[config.mk]
export PLATFORM = sky130hd
export DESIGN_NAME = mem_agent
export DESIGN_NICKNAME = d
export VERILOG_FILES = /design/src/rtl/mem_agent_pkg.sv /design/src/rtl/mem_agent_checker.sv /design/src/rtl/mem_agent.sv
export SDC_FILE = /design/constraint.sdc
export NUM_CORES = 1
export LEC_CHECK = 0
export BUFFER_PORTS_ARGS = -buffer_cell sky130_fd_sc_hd__buf_2
export CORE_MARGIN = 2
export CORE_UTILIZATION = 40
export CTS_BUF_LIST = sky130_fd_sc_hd__clkbuf_4 sky130_fd_sc_hd__clkbuf_8
export DETAILED_ROUTE_END_ITERATION = 8
export HOLD_SLACK_MARGIN = 0.06
export PLACE_DENSITY_LB_ADDON = 0.08
export RECOVER_POWER = 25
export SETUP_SLACK_MARGIN = 0.05
export SLEW_MARGIN = 10
export SYNTH_ARGS = -nofsm -noshare
export SYNTH_HDL_FRONTEND = slang
export SYNTH_HIERARCHICAL = 1
export SYNTH_SLANG_ARGS = --single-unit
[constraint.sdc]
create_clock -name aclk -period 2.9 [get_ports aclk]
set_input_delay 0.29 -clock aclk [delete_from_list [all_inputs] [get_ports aclk]]
set_output_delay 0.29 -clock aclk [all_outputs]
set_load 0.02 [all_outputs]
[src/rtl/mem_agent_pkg.sv]
// Shared types and constants for the mem_agent write-then-readback engine.
package mem_agent_pkg;

  localparam int ERR_WIDTH = 16;

  typedef enum logic [2:0] {
    S_IDLE,
    S_WRITE,
    S_GAP,
    S_READ,
    S_DRAIN,
    S_DONE
  } state_e;

  // Error counter increment that sticks at all-ones.
  function automatic logic [ERR_WIDTH-1:0] sat_inc(input logic [ERR_WIDTH-1:0] v);
    return (v == {ERR_WIDTH{1'b1}}) ? v : v + {{(ERR_WIDTH-1){1'b0}}, 1'b1};
  endfunction

endpackage

[src/rtl/mem_agent_checker.sv]
// Read-latency pipeline carrying expected data/address alongside each read,
// plus the comparator and error bookkeeping.
module mem_agent_checker
  import mem_agent_pkg::*;
#(
  parameter int ADDR_WIDTH = 8,
  parameter int DATA_WIDTH = 32,
  parameter int RD_LATENCY = 2
) (
  input  logic                  clk,
  input  logic                  rst_n,
  input  logic                  clear,
  input  logic                  rd_vld,
  input  logic [ADDR_WIDTH-1:0] rd_addr,
  input  logic [DATA_WIDTH-1:0] rd_exp,
  input  logic [DATA_WIDTH-1:0] rddata,
  output logic [ERR_WIDTH-1:0]  err_count,
  output logic [ADDR_WIDTH-1:0] first_err_addr
);

  logic [RD_LATENCY-1:0] vld_q, vld_d;
  logic [DATA_WIDTH-1:0] exp_q  [RD_LATENCY];
  logic [DATA_WIDTH-1:0] exp_d  [RD_LATENCY];
  logic [ADDR_WIDTH-1:0] addr_q [RD_LATENCY];
  logic [ADDR_WIDTH-1:0] addr_d [RD_LATENCY];
  logic [ERR_WIDTH-1:0]  err_q, err_d;
  logic [ADDR_WIDTH-1:0] first_q, first_d;
  logic                  mismatch_s;

  always_comb begin
    vld_d[0]  = rd_vld;
    exp_d[0]  = rd_exp;
    addr_d[0] = rd_addr;
    for (int j = 1; j < RD_LATENCY; j++) begin
      vld_d[j]  = vld_q[j-1];
      exp_d[j]  = exp_q[j-1];
      addr_d[j] = addr_q[j-1];
    end
    // The last stage lines up with rddata for the read issued RD_LATENCY cycles ago.
    mismatch_s = vld_q[RD_LATENCY-1] && (rddata != exp_q[RD_LATENCY-1]);
    err_d   = err_q;
    first_d = first_q;
    if (clear) begin
      err_d   = '0;
      first_d = '0;
    end else if (mismatch_s) begin
      err_d = sat_inc(err_q);
      if (err_q == '0) begin
        first_d = addr_q[RD_LATENCY-1];
      end else begin
        first_d = first_q;
      end
    end else begin
      err_d = err_q;
    end
  end

  always_ff @(posedge clk) begin
    if (!rst_n) begin
      vld_q   <= '0;
      err_q   <= '0;
      first_q <= '0;
      for (int j = 0; j < RD_LATENCY; j++) begin
        exp_q[j]  <= '0;
        addr_q[j] <= '0;
      end
    end else begin
      vld_q   <= vld_d;
      exp_q   <= exp_d;
      addr_q  <= addr_d;
      err_q   <= err_d;
      first_q <= first_d;
    end
  end

  assign err_count      = err_q;
  assign first_err_addr = first_q;

endmodule

[src/rtl/mem_agent.sv]
// Memory test agent: writes seed+i to base+i, reads the range back and
// counts mismatches against the regenerated pattern.
module mem_agent
  import mem_agent_pkg::*;
#(
  parameter int ADDR_WIDTH = 8,
  parameter int DATA_WIDTH = 32,
  parameter int RD_LATENCY = 2
) (
  input  logic                  aclk,
  input  logic                  aresetn,
  input  logic                  start,
  input  logic [ADDR_WIDTH-1:0] base_addr,
  input  logic [ADDR_WIDTH:0]   length,
  input  logic [DATA_WIDTH-1:0] seed,
  output logic                  busy,
  output logic                  done,
  output logic [ERR_WIDTH-1:0]  err_count,
  output logic [ADDR_WIDTH-1:0] first_err_addr,
  output logic                  wren,
  output logic [ADDR_WIDTH-1:0] wraddr,
  output logic [DATA_WIDTH-1:0] wrdata,
  output logic                  rden,
  output logic [ADDR_WIDTH-1:0] rdaddr,
  input  logic [DATA_WIDTH-1:0] rddata
);

  localparam logic [ADDR_WIDTH:0] IDX_ONE    = {{ADDR_WIDTH{1'b0}}, 1'b1};
  localparam logic [3:0]          DRAIN_LAST = 4'(RD_LATENCY - 1);

  state_e                state_q, state_d;
  logic [ADDR_WIDTH:0]   idx_q, idx_d;
  logic [ADDR_WIDTH:0]   len_q, len_d;
  logic [ADDR_WIDTH-1:0] base_q, base_d;
  logic [DATA_WIDTH-1:0] seed_q, seed_d;
  logic [3:0]            drain_q, drain_d;
  logic                  busy_q, busy_d, done_q, done_d;
  logic                  wren_q, wren_d, rden_q, rden_d;
  logic [ADDR_WIDTH-1:0] wraddr_q, wraddr_d, rdaddr_q, rdaddr_d;
  logic [DATA_WIDTH-1:0] wrdata_q, wrdata_d, rdexp_q, rdexp_d;
  logic [ADDR_WIDTH-1:0] word_addr_s;
  logic [DATA_WIDTH-1:0] word_data_s;
  logic                  clear_s;

  always_comb begin
    state_d  = state_q;
    idx_d    = idx_q;
    len_d    = len_q;
    base_d   = base_q;
    seed_d   = seed_q;
    drain_d  = drain_q;
    busy_d   = busy_q;
    done_d   = 1'b0;
    wren_d   = 1'b0;
    wraddr_d = '0;
    wrdata_d = '0;
    rden_d   = 1'b0;
    rdaddr_d = '0;
    rdexp_d  = '0;
    clear_s  = 1'b0;
    word_addr_s = base_q + idx_q[ADDR_WIDTH-1:0];
    word_data_s = seed_q + DATA_WIDTH'(idx_q);
    // Outputs are computed for the next state so they come straight from flops.
    case (state_q)
      S_IDLE: begin
        if (start) begin
          base_d  = base_addr;
          len_d   = length;
          seed_d  = seed;
          clear_s = 1'b1;
          busy_d  = 1'b1;
          if (length == '0) begin
            state_d = S_DONE;
            done_d  = 1'b1;
          end else begin
            state_d  = S_WRITE;
            wren_d   = 1'b1;
            wraddr_d = base_addr;
            wrdata_d = seed;
            idx_d    = IDX_ONE;
          end
        end else begin
          busy_d = 1'b0;
        end
      end
      S_WRITE: begin
        if (idx_q == len_q) begin
          state_d = S_GAP;
        end else begin
          wren_d   = 1'b1;
          wraddr_d = word_addr_s;
          wrdata_d = word_data_s;
          idx_d    = idx_q + IDX_ONE;
        end
      end
      S_GAP: begin
        state_d  = S_READ;
        rden_d   = 1'b1;
        rdaddr_d = base_q;
        rdexp_d  = seed_q;
        idx_d    = IDX_ONE;
      end
      S_READ: begin
        if (idx_q == len_q) begin
          state_d = S_DRAIN;
          drain_d = '0;
        end else begin
          rden_d   = 1'b1;
          rdaddr_d = word_addr_s;
          rdexp_d  = word_data_s;
          idx_d    = idx_q + IDX_ONE;
        end
      end
      S_DRAIN: begin
        if (drain_q == DRAIN_LAST) begin
          state_d = S_DONE;
          done_d  = 1'b1;
        end else begin
          drain_d = drain_q + 4'd1;
        end
      end
      S_DONE: begin
        state_d = S_IDLE;
        busy_d  = 1'b0;
      end
      default: begin
        state_d = S_IDLE;
        busy_d  = 1'b0;
      end
    endcase
  end

  always_ff @(posedge aclk) begin
    if (!aresetn) begin
      state_q  <= S_IDLE;
      idx_q    <= '0;
      len_q    <= '0;
      base_q   <= '0;
      seed_q   <= '0;
      drain_q  <= '0;
      busy_q   <= 1'b0;
      done_q   <= 1'b0;
      wren_q   <= 1'b0;
      wraddr_q <= '0;
      wrdata_q <= '0;
      rden_q   <= 1'b0;
      rdaddr_q <= '0;
      rdexp_q  <= '0;
    end else begin
      state_q  <= state_d;
      idx_q    <= idx_d;
      len_q    <= len_d;
      base_q   <= base_d;
      seed_q   <= seed_d;
      drain_q  <= drain_d;
      busy_q   <= busy_d;
      done_q   <= done_d;
      wren_q   <= wren_d;
      wraddr_q <= wraddr_d;
      wrdata_q <= wrdata_d;
      rden_q   <= rden_d;
      rdaddr_q <= rdaddr_d;
      rdexp_q  <= rdexp_d;
    end
  end

  mem_agent_checker #(
    .ADDR_WIDTH(ADDR_WIDTH),
    .DATA_WIDTH(DATA_WIDTH),
    .RD_LATENCY(RD_LATENCY)
  ) u_checker (
    .clk           (aclk),
    .rst_n         (aresetn),
    .clear         (clear_s),
    .rd_vld        (rden_q),
    .rd_addr       (rdaddr_q),
    .rd_exp        (rdexp_q),
    .rddata        (rddata),
    .err_count     (err_count),
    .first_err_addr(first_err_addr)
  );

  assign busy   = busy_q;
  assign done   = done_q;
  assign wren   = wren_q;
  assign wraddr = wraddr_q;
  assign wrdata = wrdata_q;
  assign rden   = rden_q;
  assign rdaddr = rdaddr_q;

endmodule

==> results.toml <==
[timing]
skew_ns = 0.0126
tns_ns = 0
fmax_mhz = 407
relSlewSlack_pct = -2.52
worst_pin_slew_ns = 1.54
grt_setup_unrepaired = "no"
period_share_pct = 84.7
hold_ws_ns = 0.0859
fin_crit_ns = 2.46
fin_ws_ns = 0.444
report.final.hold_viol_count = 0
finalMaxSlewViolations = 84
setup_viol = 0

[logic_synthesis]
ys_types = 73
synthArstFlopShare_pct = 0
synth-seq-cells = 255
ys_seq_area_share_pct = 47.5
syn_inst = 1159
syn_area_sq_um = 10800
ys_warn_count = 6
ys.flop_type = "dfxtp_1"
avgSynthCellArea_sq_um = 9.28
synth_fp_nets = 1266
synth_edf_count = 0

[detailed_routing]
drt_pass1_iterations = 5
ant_nets = 0
viasPerCell = 5.04
drt_iter0_drc = 485
drt-total-wl_mm = 28.3
num_vias = 8734
drc = 0
wl_per_cell_microns = 16.3

[floorplan]
dieWidth_microns = 168
start_util_pct = 40.4
rows = 60
fp.dieH_microns = 168
io_pins = 160
die-area_sq_um = 28200
coreArea_sq_um = 26700

[global_routing]
overflow = 0
grt_usage_pct = 19.9
antenna_found_initial = 1
grt_pass1_vias = 8354
grt_max_degree = 84
grt_pass1_wl_mm = 45.0

[critical_path]
cp-end-kind = "register"
crit_path_max_fanout = 12
arrival_ns = 2.95
startpoint = "idx_q[1]$_SDFFE_PN0P_"
crit_path_cell_trace = "inv_1, fa_1, nor2b_1, o22ai_1, o21ai_1, buf_4, nand4_1, or3_1, o21ai_1"
slowest_delay_ns = 0.49
r2r_end = "rdexp_q[12]$_SDFF_PN0_"
critPathBufInv = 2
reg2reg_depth = 9
worst_path_most_repeated_cell = "o21ai_1"
timing.rr.start = "idx_q[1]$_SDFFE_PN0P_"
worstSetupPathType = "reg2reg"
crit_required_ns = 3.39
cp-start-kind = "register"
critical-path-slowest-cell = "dfxtp_1"
cp_top_family = "simple AND/OR/NAND/NOR gates"
r2r_slack_ns = 0.44

[cts]
cts_buffer_depth = 3
cts_resized = 0
root_buffer = "clkbuf_8"
cts_tree = "built"
cts_buffers = 43
clock_latency_ns = 0.55
clk_pin_slew_ns = 0.06
cts_max_level = 2
clock-sinks = 255

[place]
portBuffers = 159
dp_hpwl_mm = 19.5
gp_congestion = 0.850
dpl_worst_slack_ns = 0.373

[pwr]
peakVddDrop_mv = 0.292
leakagePower_nw = 5.35
p_per_area_nw_per_um2 = 614
power_mw = 8.01

[cells_and_area]
drive_above_1_share_pct = 16.9
n_antenna_cell = 0
synthToLayoutAreaGrowth_pct = 21.2
n_fill_cell = 2640
final_nets = 1475

[run_status]
violations = "max-capacitance violations, max-slew violations"
status = "complete, but fails checks"

[run]
drv_cap = 1

[worst_hold_path]
hold_start = "seed[30]"
hold_end = "wrdata[30]$_SDFF_PN0_"
min_path_cells = 3
hp-class = "in2reg"
==> state kept, by name, indices dropped and copies added, names as in the netlist <==
| register | flops |
|---|---|
| done | 1 |
| wrdata | 32 |
| u_checker/addr_d | 8 |
| wraddr | 8 |
| base_q | 8 |
| u_checker/first_err_addr | 8 |
| drain_q | 4 |
| u_checker/err_count | 16 |
| rden | 1 |
| u_checker/exp_q | 32 |
| len_q | 9 |
| seed_q | 32 |
| rdaddr | 8 |
| state_q | 3 |
| u_checker/exp_d | 32 |
| rdexp_q | 32 |
| u_checker/addr_q | 8 |
| idx_q | 9 |
| u_checker/vld_q | 2 |
| busy | 1 |
| wren | 1 |
==> cells in the mapped netlist (all sizes together), types with 4 or more instances <==
master	instances	area, sq um
a211oi	5	52.6
or3	10	62.6
nand2b	14	87.6
clkbuf	33	125
mux2i	13	130
nor3b	4	35.0
a21oi	42	221
o22ai	27	181
nand3	27	150
nor2b	7	51.3
and3	12	75.1
and2	93	582
nor2	62	238
dfxtp	255	5100
a31oi	13	81.3
o21ai	32	164
inv	22	82.6
and4	6	55.1
buf	34	221
or4	6	45.0
nand4	22	156
o21a	7	52.6
o211ai	5	37.5
nor3	15	91.3
a21o	10	75.1
xnor2	40	350
a22oi	14	105
nand2	150	568
xor2	44	385
nor4	19	119
a2bb2oi	16	140
ha	21	263
a21boi	50	375
==> layout by cell type (no fill, tap or decap), drive strengths merged, types with 21 or more instances in the layout <==
cell / n
dfxtp: 255
nand2: 150
buf: 132
clkbuf: 113
and2: 93
nor2: 62
a21boi: 50
dlygate4sd3: 46
xor2: 44
a21oi: 42
xnor2: 40
o21ai: 32
o22ai: 27
nand3: 27
inv: 24
nand4: 22
ha: 21
==> tightest hold or removal path: stages <==
cell,delay [ns]
buf_2,0.10
nand2_1,0.12
o22ai_1,0.09
==> metrics by stage <==
stage	util, %	area [sq um]	instances
floorplan	-	10800	1159
global placement	44.4	11800	1618
detailed placement	44.4	11800	1618
CTS	49.2	13100	1733
global route	48.9	13000	1733
finish	48.9	13000	1733
==> per-layer routing <==
metal	global-route usage [%]	wire length [microns]	share of wire, %
met1	27.9	13700	48
met5	0	0	0
met2	30.3	12300	44
met3	4.40	1640	5.8
met4	6.69	659	2.3
==> how the worst max path moves through the flow <==
stage / end / slack (ns) / cells past startpoint
after floorplan: rdexp_q[12]$_SDFF_PN0_ / 0.62 / 10
after global placement: u_checker/first_err_addr[0]$_SDFFE_PP0P_ / 0.39 / 7
after detailed placement: u_checker/first_err_addr[4]$_SDFFE_PP0P_ / 0.37 / 7
after CTS: rdexp_q[12]$_SDFF_PN0_ / 0.40 / 9
after global routing: rdexp_q[12]$_SDFF_PN0_ / 0.14 / 10
final: rdexp_q[12]$_SDFF_PN0_ / 0.44 / 9
==> final cells by class <==
class	instances	area, sq um	share of cell area [%]
clock buffer	60	757	5.81
clock inverter	9	60.1	0.461
inverter	22	82.6	0.634
multi-input combinational	815	5220	40.1
sequential	255	5100	39.2
tap	341	427	3.27
timing repair buffer	231	1380	10.6
==> power by group <==
group          switching, mW  internal, mW  leakage (nW)  total, mW
logic                  0.676         0.409          2.85       1.09
registers              0.142          3.67          2.07       3.82
clock network           1.42          1.68         0.439       3.11
total                   2.24          5.77          5.35       8.01
==> kinds of logic (layout without fill, tap and decap cells) <==
group / after synthesis / count (layout) / synth area share, %
muxes: 13 / 13 / 1.21
DFF: 255 / 255 / 47.5
AOI/OAI and AO/OA: 238 / 238 / 15.4
xor gates and xnor gates: 84 / 84 / 6.84
adders and majority gates: 23 / 23 / 2.82
and+or+nand+nor: 457 / 457 / 22.3
buffers and inverters: 89 / 322 / 3.99
==> timing repair <==
item | 4_1_cts | 5_1_grt
endpoints found under the hold margin | 67 | 0
setup buffers | 0 | 0
hold buffers | 46 | 0
(Power assumes the default switching activity.)
